--- src/rtl/alu_share_arbiter.sv ---
// -----------------------------------------------------------------------------
// alu_share_arbiter
//
// Purpose:
//   Shares one external combinational ALU between two requesters. Port 0 is
//   typically the integer pipe and port 1 a multi-cycle/coprocessor unit. Each
//   cycle at most one eligible requester is granted. The granted operands drive
//   the ALU, and the ALU result is registered into that requester's response
//   slot. Each slot has valid/ready back-pressure.
//
// Configuration:
//   ALU_ARB_FIXED_PRIO_EN  defined   -> fixed priority; port 0 always wins ties.
//                          undefined -> round-robin tie-break (default build).
//
// Ports:
//   clk_i                 clock; all state on the rising edge
//   rst_ni                asynchronous active-low reset
//   reqN_valid_i          requester N presents an operation (N = 0, 1)
//   reqN_ready_o          issue accepted this cycle (grant N)
//   reqN_a_i / reqN_b_i   operands
//   reqN_func_i           {func7[5], func3}
//   reqN_aluop_i          ALU op select
//   rspN_valid_o          result held for requester N
//   rspN_ready_i          requester N consumes the result
//   rspN_result_o         registered ALU result
//   rspN_branch_o         registered ALU branch flag
//   alu_data_a_o, alu_data_b_o, alu_func_o, alu_aluop_o   drive to the shared ALU
//   alu_result_i, alu_branch_i                            same-cycle ALU outputs
// -----------------------------------------------------------------------------
module alu_share_arbiter #(
   parameter int unsigned WIDTH = 32
) (
   input  logic             clk_i,
   input  logic             rst_ni,

   input  logic             req0_valid_i,
   output logic             req0_ready_o,
   input  logic [WIDTH-1:0] req0_a_i,
   input  logic [WIDTH-1:0] req0_b_i,
   input  logic [3:0]       req0_func_i,
   input  logic [2:0]       req0_aluop_i,

   input  logic             req1_valid_i,
   output logic             req1_ready_o,
   input  logic [WIDTH-1:0] req1_a_i,
   input  logic [WIDTH-1:0] req1_b_i,
   input  logic [3:0]       req1_func_i,
   input  logic [2:0]       req1_aluop_i,

   output logic             rsp0_valid_o,
   input  logic             rsp0_ready_i,
   output logic [WIDTH-1:0] rsp0_result_o,
   output logic             rsp0_branch_o,

   output logic             rsp1_valid_o,
   input  logic             rsp1_ready_i,
   output logic [WIDTH-1:0] rsp1_result_o,
   output logic             rsp1_branch_o,

   output logic [WIDTH-1:0] alu_data_a_o,
   output logic [WIDTH-1:0] alu_data_b_o,
   output logic [3:0]       alu_func_o,
   output logic [2:0]       alu_aluop_o,
   input  logic [WIDTH-1:0] alu_result_i,
   input  logic             alu_branch_i
);

   // ---------------------------------------------------------------------------
   // Response slot state
   // ---------------------------------------------------------------------------
   logic             rsp0_valid_q, rsp0_valid_d;
   logic [WIDTH-1:0] rsp0_result_q, rsp0_result_d;
   logic             rsp0_branch_q, rsp0_branch_d;
   logic             rsp1_valid_q, rsp1_valid_d;
   logic [WIDTH-1:0] rsp1_result_q, rsp1_result_d;
   logic             rsp1_branch_q, rsp1_branch_d;

   logic elig0, elig1;
   logic gnt0, gnt1;

   // A port may issue when its slot is empty or is being drained this cycle,
   // so a continuously-ready consumer sustains one issue per cycle.
   assign elig0 = req0_valid_i & (~rsp0_valid_q | rsp0_ready_i);
   assign elig1 = req1_valid_i & (~rsp1_valid_q | rsp1_ready_i);

   // ---------------------------------------------------------------------------
   // Arbitration
   // ---------------------------------------------------------------------------
`ifdef ALU_ARB_FIXED_PRIO_EN
   always_comb begin
      gnt0 = elig0;
      gnt1 = elig1 & ~elig0;
   end
`else
   // Port number of the most recent grant; reset to 1 so port 0 wins the first tie.
   logic last_grant_q, last_grant_d;

   always_comb begin
      gnt0 = 1'b0;
      gnt1 = 1'b0;
      if (elig0 && elig1) begin
         gnt0 = last_grant_q;
         gnt1 = ~last_grant_q;
      end else begin
         gnt0 = elig0;
         gnt1 = elig1;
      end
   end

   always_comb begin
      last_grant_d = last_grant_q;
      if (gnt0) begin
         last_grant_d = 1'b0;
      end else if (gnt1) begin
         last_grant_d = 1'b1;
      end
   end

   always_ff @(posedge clk_i or negedge rst_ni) begin
      if (!rst_ni) begin
         last_grant_q <= 1'b1;
      end else begin
         last_grant_q <= last_grant_d;
      end
   end
`endif

   assign req0_ready_o = gnt0;
   assign req1_ready_o = gnt1;

   // ---------------------------------------------------------------------------
   // ALU drive: winner's fields, all zero when nobody is granted
   // ---------------------------------------------------------------------------
   always_comb begin
      alu_data_a_o = '0;
      alu_data_b_o = '0;
      alu_func_o   = '0;
      alu_aluop_o  = '0;
      if (gnt0) begin
         alu_data_a_o = req0_a_i;
         alu_data_b_o = req0_b_i;
         alu_func_o   = req0_func_i;
         alu_aluop_o  = req0_aluop_i;
      end else if (gnt1) begin
         alu_data_a_o = req1_a_i;
         alu_data_b_o = req1_b_i;
         alu_func_o   = req1_func_i;
         alu_aluop_o  = req1_aluop_i;
      end
   end

   // ---------------------------------------------------------------------------
   // Slot next-state: a grant reloads (wins over a simultaneous drain); a drain
   // only clears valid so result/branch keep their last values.
   // ---------------------------------------------------------------------------
   always_comb begin
      rsp0_valid_d  = rsp0_valid_q;
      rsp0_result_d = rsp0_result_q;
      rsp0_branch_d = rsp0_branch_q;
      if (gnt0) begin
         rsp0_valid_d  = 1'b1;
         rsp0_result_d = alu_result_i;
         rsp0_branch_d = alu_branch_i;
      end else if (rsp0_ready_i) begin
         rsp0_valid_d  = 1'b0;
      end
   end

   always_comb begin
      rsp1_valid_d  = rsp1_valid_q;
      rsp1_result_d = rsp1_result_q;
      rsp1_branch_d = rsp1_branch_q;
      if (gnt1) begin
         rsp1_valid_d  = 1'b1;
         rsp1_result_d = alu_result_i;
         rsp1_branch_d = alu_branch_i;
      end else if (rsp1_ready_i) begin
         rsp1_valid_d  = 1'b0;
      end
   end

   always_ff @(posedge clk_i or negedge rst_ni) begin
      if (!rst_ni) begin
         rsp0_valid_q  <= 1'b0;
         rsp0_result_q <= '0;
         rsp0_branch_q <= 1'b0;
         rsp1_valid_q  <= 1'b0;
         rsp1_result_q <= '0;
         rsp1_branch_q <= 1'b0;
      end else begin
         rsp0_valid_q  <= rsp0_valid_d;
         rsp0_result_q <= rsp0_result_d;
         rsp0_branch_q <= rsp0_branch_d;
         rsp1_valid_q  <= rsp1_valid_d;
         rsp1_result_q <= rsp1_result_d;
         rsp1_branch_q <= rsp1_branch_d;
      end
   end

   assign rsp0_valid_o  = rsp0_valid_q;
   assign rsp0_result_o = rsp0_result_q;
   assign rsp0_branch_o = rsp0_branch_q;
   assign rsp1_valid_o  = rsp1_valid_q;
   assign rsp1_result_o = rsp1_result_q;
   assign rsp1_branch_o = rsp1_branch_q;

endmodule

--- config.mk ---
export PLATFORM = sky130hd
export DESIGN_NAME = alu_share_arbiter
export DESIGN_NICKNAME = d
export VERILOG_FILES = /design/src/rtl/alu_share_arbiter.sv
export SDC_FILE = /design/constraint.sdc
export NUM_CORES = 1
export LEC_CHECK = 0
export BUFFER_PORTS_ARGS = -buffer_cell sky130_fd_sc_hd__clkbuf_2
export CORE_AREA = 3 3 125 127
export CTS_BUF_LIST = sky130_fd_sc_hd__clkbuf_8 sky130_fd_sc_hd__clkbuf_16
export CTS_CLUSTER_SIZE = 12
export DETAILED_ROUTE_END_ITERATION = 16
export DIE_AREA = 0 0 128 130
export PLACE_DENSITY = 0.66
export SYNTH_ARGS = -nofsm -noshare
export SYNTH_HDL_FRONTEND = slang
export SYNTH_SLANG_ARGS = --single-unit
--- constraint.sdc ---
create_clock -name clk_i -period 2.1 [get_ports clk_i]
set_input_delay 0.42 -clock clk_i [delete_from_list [all_inputs] [get_ports clk_i]]
set_output_delay 0.42 -clock clk_i [all_outputs]
set_load 0.005 [all_outputs]
==> results.sh <==
export IMPL_grt_pass1_vias=3555
export IMPL_fin_nets=770
export IMPL_dr_total_vias=3554
export IMPL_syn_inst=239
export IMPL_clk_root_buffer_cell="clkbuf_16"
export IMPL_holdBufCountCts=0
export IMPL_async_flop_share=1.00
export IMPL_dp_cells=743
export IMPL_clkLatencyLatePin_ns=0.33
export IMPL_port_buffers=321
export IMPL_syn_area_um2=3330
export IMPL_dpl_hpwl_um=12200
export IMPL_drive_above_1_share=0.754
export IMPL_synth_ff_type="dfrtp_1"
export IMPL_power_mw=5.54
export IMPL_row_count=44
export IMPL_synthDistinctLibCells=18
export IMPL_peakVddDrop_uv=609
export IMPL_final_cell_area_um2=5930
export IMPL_rsz0062_at_grt="true"
export IMPL_cts_sinks=69
export IMPL_finalHoldViolCount=0
export IMPL_gr_total_overflow=0
export IMPL_die_h_um=130
export IMPL_holdWs_ns=0.0482
export IMPL_path_clk_slew_ns=0.06
export IMPL_max_freq_mhz=448
export IMPL_reg2reg_depth=7
export IMPL_synth_seq_area_share=0.518
export IMPL_violations="setup timing"
export IMPL_maxCapViolations=0
export IMPL_hold_path_class="primary input to async pin"
export IMPL_ant_nets=0
export IMPL_initial_core_util=0.229
export IMPL_first_pass_iters=4
export IMPL_syn_avg_cell_area_um2=14.0
export IMPL_clock_path_buffers=2
export IMPL_fillers=1424
export IMPL_maxSlewHeadroom=0.676
export IMPL_slowest_stage="o311a_2"
export IMPL_power_leakage_nw=3.17
export IMPL_io_pins=322
export IMPL_via_per_inst=4.56
export IMPL_grt_max_degree=41
export IMPL_p_per_area_nw_per_um2=934
export IMPL_period_share=1.06
export IMPL_wl_um=15200
export IMPL_core_area_um2=14500
export IMPL_area_growth_pct=77.8
export IMPL_max_slew_worst_pin_slew_ns=0.486
export IMPL_wl_per_cell_um=19.5
export IMPL_slowest_delay_ns=0.41
export IMPL_antenna_found_initial=2
export IMPL_numCtsBuffers=9
export IMPL_drc=0
export IMPL_finalSetupViolCount=71
export IMPL_cts_max_level=3
export IMPL_die_area_um2=16600
export IMPL_layout_setup_ws_ns=-0.131
export IMPL_critPathArrivalTime_ns=1.81
export IMPL_place_congestion=0.931
export IMPL_grt_pass1_wl_um=20500
export IMPL_synth_edff_count=0
export IMPL_cp_end_kind="output port"
export IMPL_ys_ff_latch=69
export IMPL_fin_skew_ns=0.00608
export IMPL_ys_warn_count=0
export IMPL_drt_iter0_drc=111
export IMPL_cts_tree="yes"
export IMPL_slew_viol_final=0
export IMPL_die_w_um=128
export IMPL_worstPathRequired_ns=1.68
export IMPL_dpl_cell_area_um2=5260
export IMPL_status="finished, violations left"
export IMPL_grtUsageTotal=0.164
export IMPL_fin_cells=780
export IMPL_fin_crit_ns=2.23
export IMPL_path_class="register to output port"
export IMPL_path_max_fanout=9
export IMPL_path_cells="nor2b_4 > o311a_2 > buf_12 > a22o_1 > clkbuf_2"
export IMPL_synth_nets=420
export IMPL_post_route_util=0.408
export IMPL_cp_start_kind="register"
[critical path: cells and delay by family (launching register included)]
kind / cells / cell delay (ns)
simple gates: 1 / 0.15
buf+inv: 2 / 0.29
compound gates: 2 / 0.66
flops: 1 / 0.39
[power by group]
part           switching (mW)  total, mW  internal (mW)
registers               0.187       1.88           1.69
logic                   0.838       2.03           1.19
clock network           0.564       1.63           1.07
[cell usage after synthesis, types with 2 or more instances]
library cell | count | area [um^2]
buf_4 | 4 | 30.0
mux2_2 | 64 | 721
clkbuf_1 | 3 | 11.3
inv_1 | 2 | 7.51
mux2_1 | 2 | 22.5
dfrtp_1 | 68 | 1700
a22o_1 | 71 | 622
buf_2 | 11 | 55.1
buf_6 | 5 | 56.3
[through the flow]
stage	TNS [ns]	setup WS [ns]
2_1_floorplan	0	0.185
3_3_place_gp	-0.130	-0.0164
3_5_place_dp	-1.15	-0.0757
4_1_cts	-8.03	-0.163
5_1_grt	-10.20	-0.173
6_report	-6.94	-0.131
[cell families after synthesis]
logic type / Yosys count / synth area share
AO/OA/AOI/OAI: 76 / 0.205
flip-flops: 69 / 0.518
multiplexers: 66 / 0.223
buffers and inverters: 25 / 0.0480
AND/OR/NAND/NOR: 3 / 0.00638
[state kept, by name (all words and copies together), names as in the netlist]
register	flops
rsp1_result_o	32
rsp0_valid_o	1
rsp1_branch_o	1
rsp1_valid_o	1
rsp0_result_o	32
last_grant_q	1
rsp0_branch_o	1
[cells in the final DEF, fill, tap and decap left out, drive strengths merged]
| master | n |
|---|---|
| buf | 42 |
| clkbuf | 329 |
| or2 | 1 |
| o311a | 2 |
| clkinv | 3 |
| diode | 2 |
| mux2 | 66 |
| bufinv | 2 |
| a21o | 1 |
| nor2b | 1 |
| inv | 2 |
| nand2b | 1 |
| a31oi | 1 |
| o21ba | 1 |
| a311oi | 1 |
| dfstp | 1 |
| dfrtp | 68 |
| a22o | 71 |
| clkinvlp | 1 |
[metal layers]
metal  vias up  wire, um  GRT usage
met5         -         0          0
met4         0       493     0.0718
met3        30      1190     0.0565
met2       185      7960      0.284
met1      1689      5570      0.183
li1       1650         -          -
[worst paths after layout]
kind	start	endpoint	slack, ns
max in group asynchronous	rst_ni	last_grant_q$_DFFE_PN1P_	1.39
max	rsp1_valid_o$_DFFE_PN0P_	alu_data_b_o[18]	-0.13
max reg2reg	rsp0_valid_o$_DFFE_PN0P_	rsp0_result_o[6]$_DFFE_PN0P_	0.17
min reg2reg	rsp1_result_o[26]$_DFFE_PN0P_	rsp1_result_o[26]$_DFFE_PN0P_	0.49
min in group clk_i	alu_result_i[30]	rsp1_result_o[30]$_DFFE_PN0P_	0.32
min	rst_ni	rsp1_result_o[5]$_DFFE_PN0P_	0.05
[cell type report]
| type | count | area [um^2] | share of cell area |
|---|---|---|---|
| Antenna cell | 2 | 5.00 | 0.000844 |
| Clock inverter | 6 | 86.3 | 0.0146 |
| Tap cell | 184 | 230 | 0.0388 |
| Clock buffer | 10 | 239 | 0.0403 |
| Timing Repair Buffer | 361 | 2160 | 0.364 |
| Multi-Input combinational cell | 146 | 1470 | 0.249 |
| Sequential cell | 69 | 1730 | 0.291 |
| Inverter | 2 | 7.51 | 0.00127 |
[what timing repair did]
item,in CTS,in global routing
pin swaps,2,14
buffers inserted,8,3
endpoints found under the setup margin,71,72
gates cloned,3,6
resized for setup,13,15
(Power assumes the default switching activity.)
